### src/rtl/icache_refill_ctrl.sv
`default_nettype none
// ============================================================================
// Module   : icache_refill_ctrl
// Purpose  : Fetches a missing I-cache line beat by beat and writes it to RAM.
// Revision : 1.0 - initial release
// ============================================================================
module icache_refill_ctrl #(
    parameter int LINE_WIDTH = 128,
    parameter int BEAT_WIDTH = 32,
    parameter int ADDR_WIDTH = 11
) (
    input  logic                  clk,
    input  logic                  rst,
    input  logic                  miss_req,
    input  logic [31:0]           miss_addr,
    input  logic                  kill,
    output logic                  miss_ack,
    output logic                  busy,
    output logic                  mem_req,
    output logic [31:0]           mem_addr,
    input  logic                  mem_ack,
    input  logic [BEAT_WIDTH-1:0] mem_rdata,
    output logic                  ram_req,
    output logic                  ram_wr_en,
    output logic [ADDR_WIDTH-1:0] ram_addr,
    output logic [LINE_WIDTH-1:0] ram_wdata
);

    localparam int c_NUM_BEATS = LINE_WIDTH / BEAT_WIDTH;
    localparam int c_BEAT_BITS = $clog2(c_NUM_BEATS);
    localparam int c_OFF_BITS  = $clog2(LINE_WIDTH / 8);
    localparam int c_BYTE_BITS = $clog2(BEAT_WIDTH / 8);
    localparam logic [c_BEAT_BITS-1:0] c_LAST_BEAT = c_BEAT_BITS'(c_NUM_BEATS - 1);

    typedef enum logic [1:0] {
        IDLE  = 2'd0,
        FETCH = 2'd1,
        WRITE = 2'd2
    } state_t;

    state_t                   r_state;
    logic [31-c_OFF_BITS:0]   r_line_addr;
    logic [c_BEAT_BITS-1:0]   r_beat;
    logic                     r_kill;
    logic [LINE_WIDTH-1:0]    r_line;
    logic                     w_unused_offset;

    // Byte offset within the line never reaches the memory or RAM side.
    assign w_unused_offset = ^miss_addr[c_OFF_BITS-1:0];

    always_ff @(posedge clk) begin
        if (rst) begin
            r_state     <= IDLE;
            r_line_addr <= '0;
            r_beat      <= '0;
            r_kill      <= 1'b0;
            r_line      <= '0;
        end else begin
            case (r_state)
                IDLE: begin
                    if (miss_req) begin
                        r_line_addr <= miss_addr[31:c_OFF_BITS];
                        r_beat      <= '0;
                        r_kill      <= 1'b0;
                        r_state     <= FETCH;
                    end
                end
                FETCH: begin
                    if (mem_ack) begin
                        r_line[int'(r_beat)*BEAT_WIDTH +: BEAT_WIDTH] <= mem_rdata;
                        r_beat <= r_beat + 1'b1;
                        // A pending or same-cycle kill ends the refill at this beat.
                        if (r_kill || kill) begin
                            r_state <= IDLE;
                        end else if (r_beat == c_LAST_BEAT) begin
                            r_state <= WRITE;
                        end
                    end else if (kill) begin
                        r_kill <= 1'b1;
                    end
                end
                WRITE: begin
                    r_state <= IDLE;
                end
                default: begin
                    r_state <= IDLE;
                end
            endcase
        end
    end

    assign busy      = (r_state != IDLE);
    assign mem_req   = (r_state == FETCH);
    assign mem_addr  = {r_line_addr, r_beat, {c_BYTE_BITS{1'b0}}};
    assign ram_req   = (r_state == WRITE);
    assign ram_wr_en = (r_state == WRITE);
    assign miss_ack  = (r_state == WRITE);
    assign ram_addr  = r_line_addr[ADDR_WIDTH-1:0];
    assign ram_wdata = r_line;

endmodule
`default_nettype wire

### config.mk
export PLATFORM = sky130hd
export DESIGN_NAME = icache_refill_ctrl
export DESIGN_NICKNAME = d
export VERILOG_FILES = /design/src/rtl/icache_refill_ctrl.sv
export SDC_FILE = /design/constraint.sdc
export NUM_CORES = 1
export LEC_CHECK = 0
export CORE_MARGIN = 2
export CORE_UTILIZATION = 44
export CTS_CLUSTER_SIZE = 30
export DETAILED_ROUTE_END_ITERATION = 7
export PLACE_DENSITY = 0.79
export SETUP_SLACK_MARGIN = 0.15
export SYNTH_ARGS = -nofsm -noshare
export SYNTH_HDL_FRONTEND = slang
export SYNTH_SLANG_ARGS = --single-unit
export TNS_END_PERCENT = 100
### constraint.sdc
create_clock -name clk -period 2.5 [get_ports clk]
set_input_delay 0.5 -clock clk [delete_from_list [all_inputs] [get_ports clk]]
set_output_delay 0.5 -clock clk [all_outputs]
set_load 0.005 [all_outputs]
# Word-level counts from Yosys, hierarchy flattened
# Cells that the tools add are included.
# Widths: inputs -> output; s select.
# totals
register_bits,161
inputBits,69
output_inout_bits,176
word_cells,39
# op_classes
add_sub_neg,2
n_eq_ne,8
n_shift,2
muxes,13
reduce_logical,9
# ops
op,count
$bwmux 128,1
$shift 32x33->128 const A,1
$shiftx 32x33->128,1
$neg 7->33,1
$mux 2,6
$pmux 2 s2,2
$ne 2x2->1 const B,3
$reduce_and 3->1,2
$eq 2x2->1 const B,2
$reduce_and 2->1,2
$reduce_and 4->1,1
$reduce_bool 2->1,2
$mux 1,3
$ne 3x1->1 const B,1
$add 2x1->2 const B,1
$eq 2x1->1 const B,1
$logic_not 2->1,1
$ne 2x1->1 const B,1
$pmux 1 s2,1
$logic_or 1x1->1,1

# Longest topological paths before layout
# depth
word_depth,5
ltp_mapped,8
mapped_depth_nobuf,5

# Worst setup path after synthesis
# Ideal clock, no wire load.
# synth_timing
path_kind,reg-to-reg
start,register r_beat[0]
end,"register r_line[127], in the netlist ram_wdata[127]"
arrival_ns,1.826
t_required_ns,2.433
path_slack_ns,0.607
path_stages_with_launch,8
path_buffers,2
synth_period_minus_slack_ns,1.893
cell_sequence,dfxtp_1 buf_6 inv_1 ha_1 nor3b_2 buf_6 nand3_1 a21oi_2
# synth_via
elab_chain_cells,3
# synth_rtl
element,line_no,text
start: declaration,43,logic [c_BEAT_BITS-1:0] r_beat;
start signal: assignment,71,r_beat <= r_beat + 1'b1;
$neg 7->33 *,70,r_line[int'(r_beat)*BEAT_WIDTH +: BEAT_WIDTH] <= mem_rdata;
$shiftx 32x33->128 / $shift 32x33->128 (equally long branches),70,
$bwmux 128 *,70,
end signal: indexed assignment,70,
end: declaration,45,logic [LINE_WIDTH-1:0] r_line;
# Every way passes the cells marked *; elsewhere a longest branch is shown, timed or not.
# A chain may end at the register's enable or synchronous reset.

# Worst setup path after layout
# layout_timing
start,register r_state[0]
end,output mem_req
# layout_via
elab_chain_cells,1
# layout_rtl
element,line_no,text
start: declaration,41,state_t r_state;
start signal: assignment,53,r_state <= IDLE;
start signal: assignment,65,r_state <= FETCH;
start signal: assignment,74,r_state <= IDLE;
$eq 2x1->1,93,assign mem_req = (r_state == FETCH);
end: declaration,19,"output logic mem_req,"
# Every way passes these cells.

==> flow_summary.toml <==
[detailed_routing]
drc = 0
antenna_left = 0
routedWlPerCell_um = 16.4
vias = 6070
wirelength_mm = 18.9
drt_iter0_drc = 363
first_pass_iters = 4
via_per_inst = 5.26

[die]
io_pins = 245
start_util = 0.449
rows = 43
core_region_area_mm2 = 0.0139
chipHeight_um = 123
die_area_mm2 = 0.0151
die_w_um = 123

[final_layout]
post-route-util = 0.665
fin_nets = 1037
drive_gt1_frac = 0.0810
fill_cells = 1181
antennaDiodeCount = 0
layout_common_cells = "clkdlybuf4s50_1, nand2_1, dfxtp_1"
final_common_cell = "clkdlybuf4s50_1"
synthToLayoutAreaGrowth_pct = 48.2

[setup_path]
crit_path_top_delay_cell = "clkdlybuf4s50_1"
cp-end-kind = "primary output"
critPathMaxStageDelay_ns = 0.55
start_kind = "flop"
cp_cell_sequence = "nor2b_1 -> clkdlybuf4s50_1"
cp.required_ns = 2.00
critPathMaxFanout = 17
worstPathArrival_ns = 1.70
setup.worst_path.class = "flop to primary output"

[clocking]
clock-sinks = 161
root_buffer = "clkbuf_16"
cts_setup_buffers = 0
htree_num_levels = 4
insertion_delay_ns = 0.43
cts_tree = "done"
path_clk_slew_ns = 0.06
cts_buffers = 17
clk_path_buf_depth = 2

[logic_synthesis]
yosysTopAreaCell = "dfxtp_1"
synthCells = 754
synth_area_leaders = "dfxtp_1, a21oi_1, nand2_1"
ys_ff_latch = 161
yosysWarningCount = 0
synth_seq_area_share = 0.517
ys_types = 33
syn_avg_cell_area_um2 = 8.26
netlist_area_mm2 = 0.00623
yosysTopAreaCellShare = 0.517

[grt]
met2_usage = 0.407
grt_pass1_wl_mm = 28.9
grt-busiest-layer = "met2"
grt_pass1_vias = 5502
grt_max_degree = 56
use_met3 = 0.0863
grt_overflow = 0
track_usage = 0.246
met1_usage = 0.300
grt_antenna_before_repair = 0

[power_and_ir_drop]
ir_drop_uv = 440
power_mw = 5.79
cellLeakagePower_nw = 3.12
powerDensity_mw_per_mm2 = 626

[sta]
fin_crit_sh = 0.880
fmax_mhz = 454
hold_viol = 0
slew_headroom = 0.588
whs_ns = 0.450
period_minus_slack_ns = 2.20
setup_viol = 0
fin_setup_tns_ns = 0
worst_slew_pin_slew_ns = 0.618
rsz0062_at_grt = "false"
finClkSkew_ns = 0.00639
maxSlewViolCount = 0

[place]
dp_hpwl_mm = 12.7
port_buffers = 238
routabilityCongestion = 0.793

[flow_run]
cap_violations = 0

[status]
outcome = "complete, no violations"

[min_path]
hold_class = "flop to flop"
-- per-layer routing --
metal | up-vias | routed length [µm]
met3 | 18 | 1720
met2 | 235 | 9140
met1 | 2862 | 7780
li1 | 2955 | -
met5 | - | 0
met4 | 0 | 249
-- report_power, final --
part | leakage [nW] | total (mW) | internal (mW) | switching [mW]
logic | 1.53 | 0.504 | 0.258 | 0.246
clock network | 0.284 | 2.63 | 1.50 | 1.13
registers | 1.30 | 2.65 | 2.61 | 0.0323
total | 3.12 | 5.79 | 4.38 | 1.41
-- stage by stage --
stage	setup slack (ns)	instances	cell area (µm²)
global placement	0.337	1123	8630
CTS	0.285	1155	9240
floorplan	0.607	755	6230
detailed placement	0.332	1123	8630
global route	0.168	1155	9240
finish	0.299	1155	9240
-- worst max-delay path, delay by kind of cell, from the launching register on --
family,cells,cell delay (ns)
DFF,1,0.50
buffers and inverters,1,0.55
and+or+nand+nor,1,0.22
-- kinds of logic (layout without fill, tap and decap cells) --
logic type,Yosys count,count (layout),synth area share
buffers and inverters,83,303,0.0795
adders and majority gates,6,6,0.0120
other,1,2,0.000602
and+or+nand+nor,341,341,0.257
DFF,161,161,0.517
AOI/OAI and AO/OA,162,162,0.134
-- area by class of cell --
type / count / area [µm²] / share of cell area
sequential: 161 / 3220 / 0.349
timing repair buffer: 269 / 2650 / 0.287
multi-input combinational: 511 / 2530 / 0.274
clock buffer: 17 / 425 / 0.0461
tap: 180 / 225 / 0.0244
clock inverter: 15 / 175 / 0.0190
inverter: 2 / 7.51 / 0.000813
-- what timing repair did --
item,CTS,global route
endpoints found under the setup margin,1,0
hold buffers,0,0
gates resized for setup,1,0
-- cell usage after synthesis (all sizes together) --
cell type    n
nand2      184
dfxtp      161
a21oi      159
nand3      130
buf         56
clkbuf      25
ha           6
nand4b       5
and4b        4
nor3b        3
inv          2
nand2b       2
nor2b        2
nor3         2
nor4b        2
and3b        1
and4bb       1
conb         1
nand3b       1
nor2         1
nor4         1
o21ai        1
o311ai       1
o31ai        1
or2          1
or3b         1
-- flip-flops by register name, indices dropped and copies added (netlist names) --
| register | count |
|---|---|
| ram_wdata | 128 |
| r_kill | 1 |
| r_line_addr | 28 |
| r_beat | 2 |
| r_state | 2 |
-- path summary, 6_finish.rpt --
check,start,endpoint,slack [ns],depth (start not counted)
worst max-delay path,r_state[0]$_SDFFE_PP0P_,mem_req,0.30,2
worst min register to register,ram_wdata[66]$_SDFFE_PP0P_,ram_wdata[66]$_SDFFE_PP0P_,0.45,2
worst min-delay path,ram_wdata[66]$_SDFFE_PP0P_,ram_wdata[66]$_SDFFE_PP0P_,0.45,2
worst max register to register,r_beat[1]$_SDFFE_PP0P_,ram_wdata[80]$_SDFFE_PP0P_,0.42,6
(Power assumes the default switching activity.)
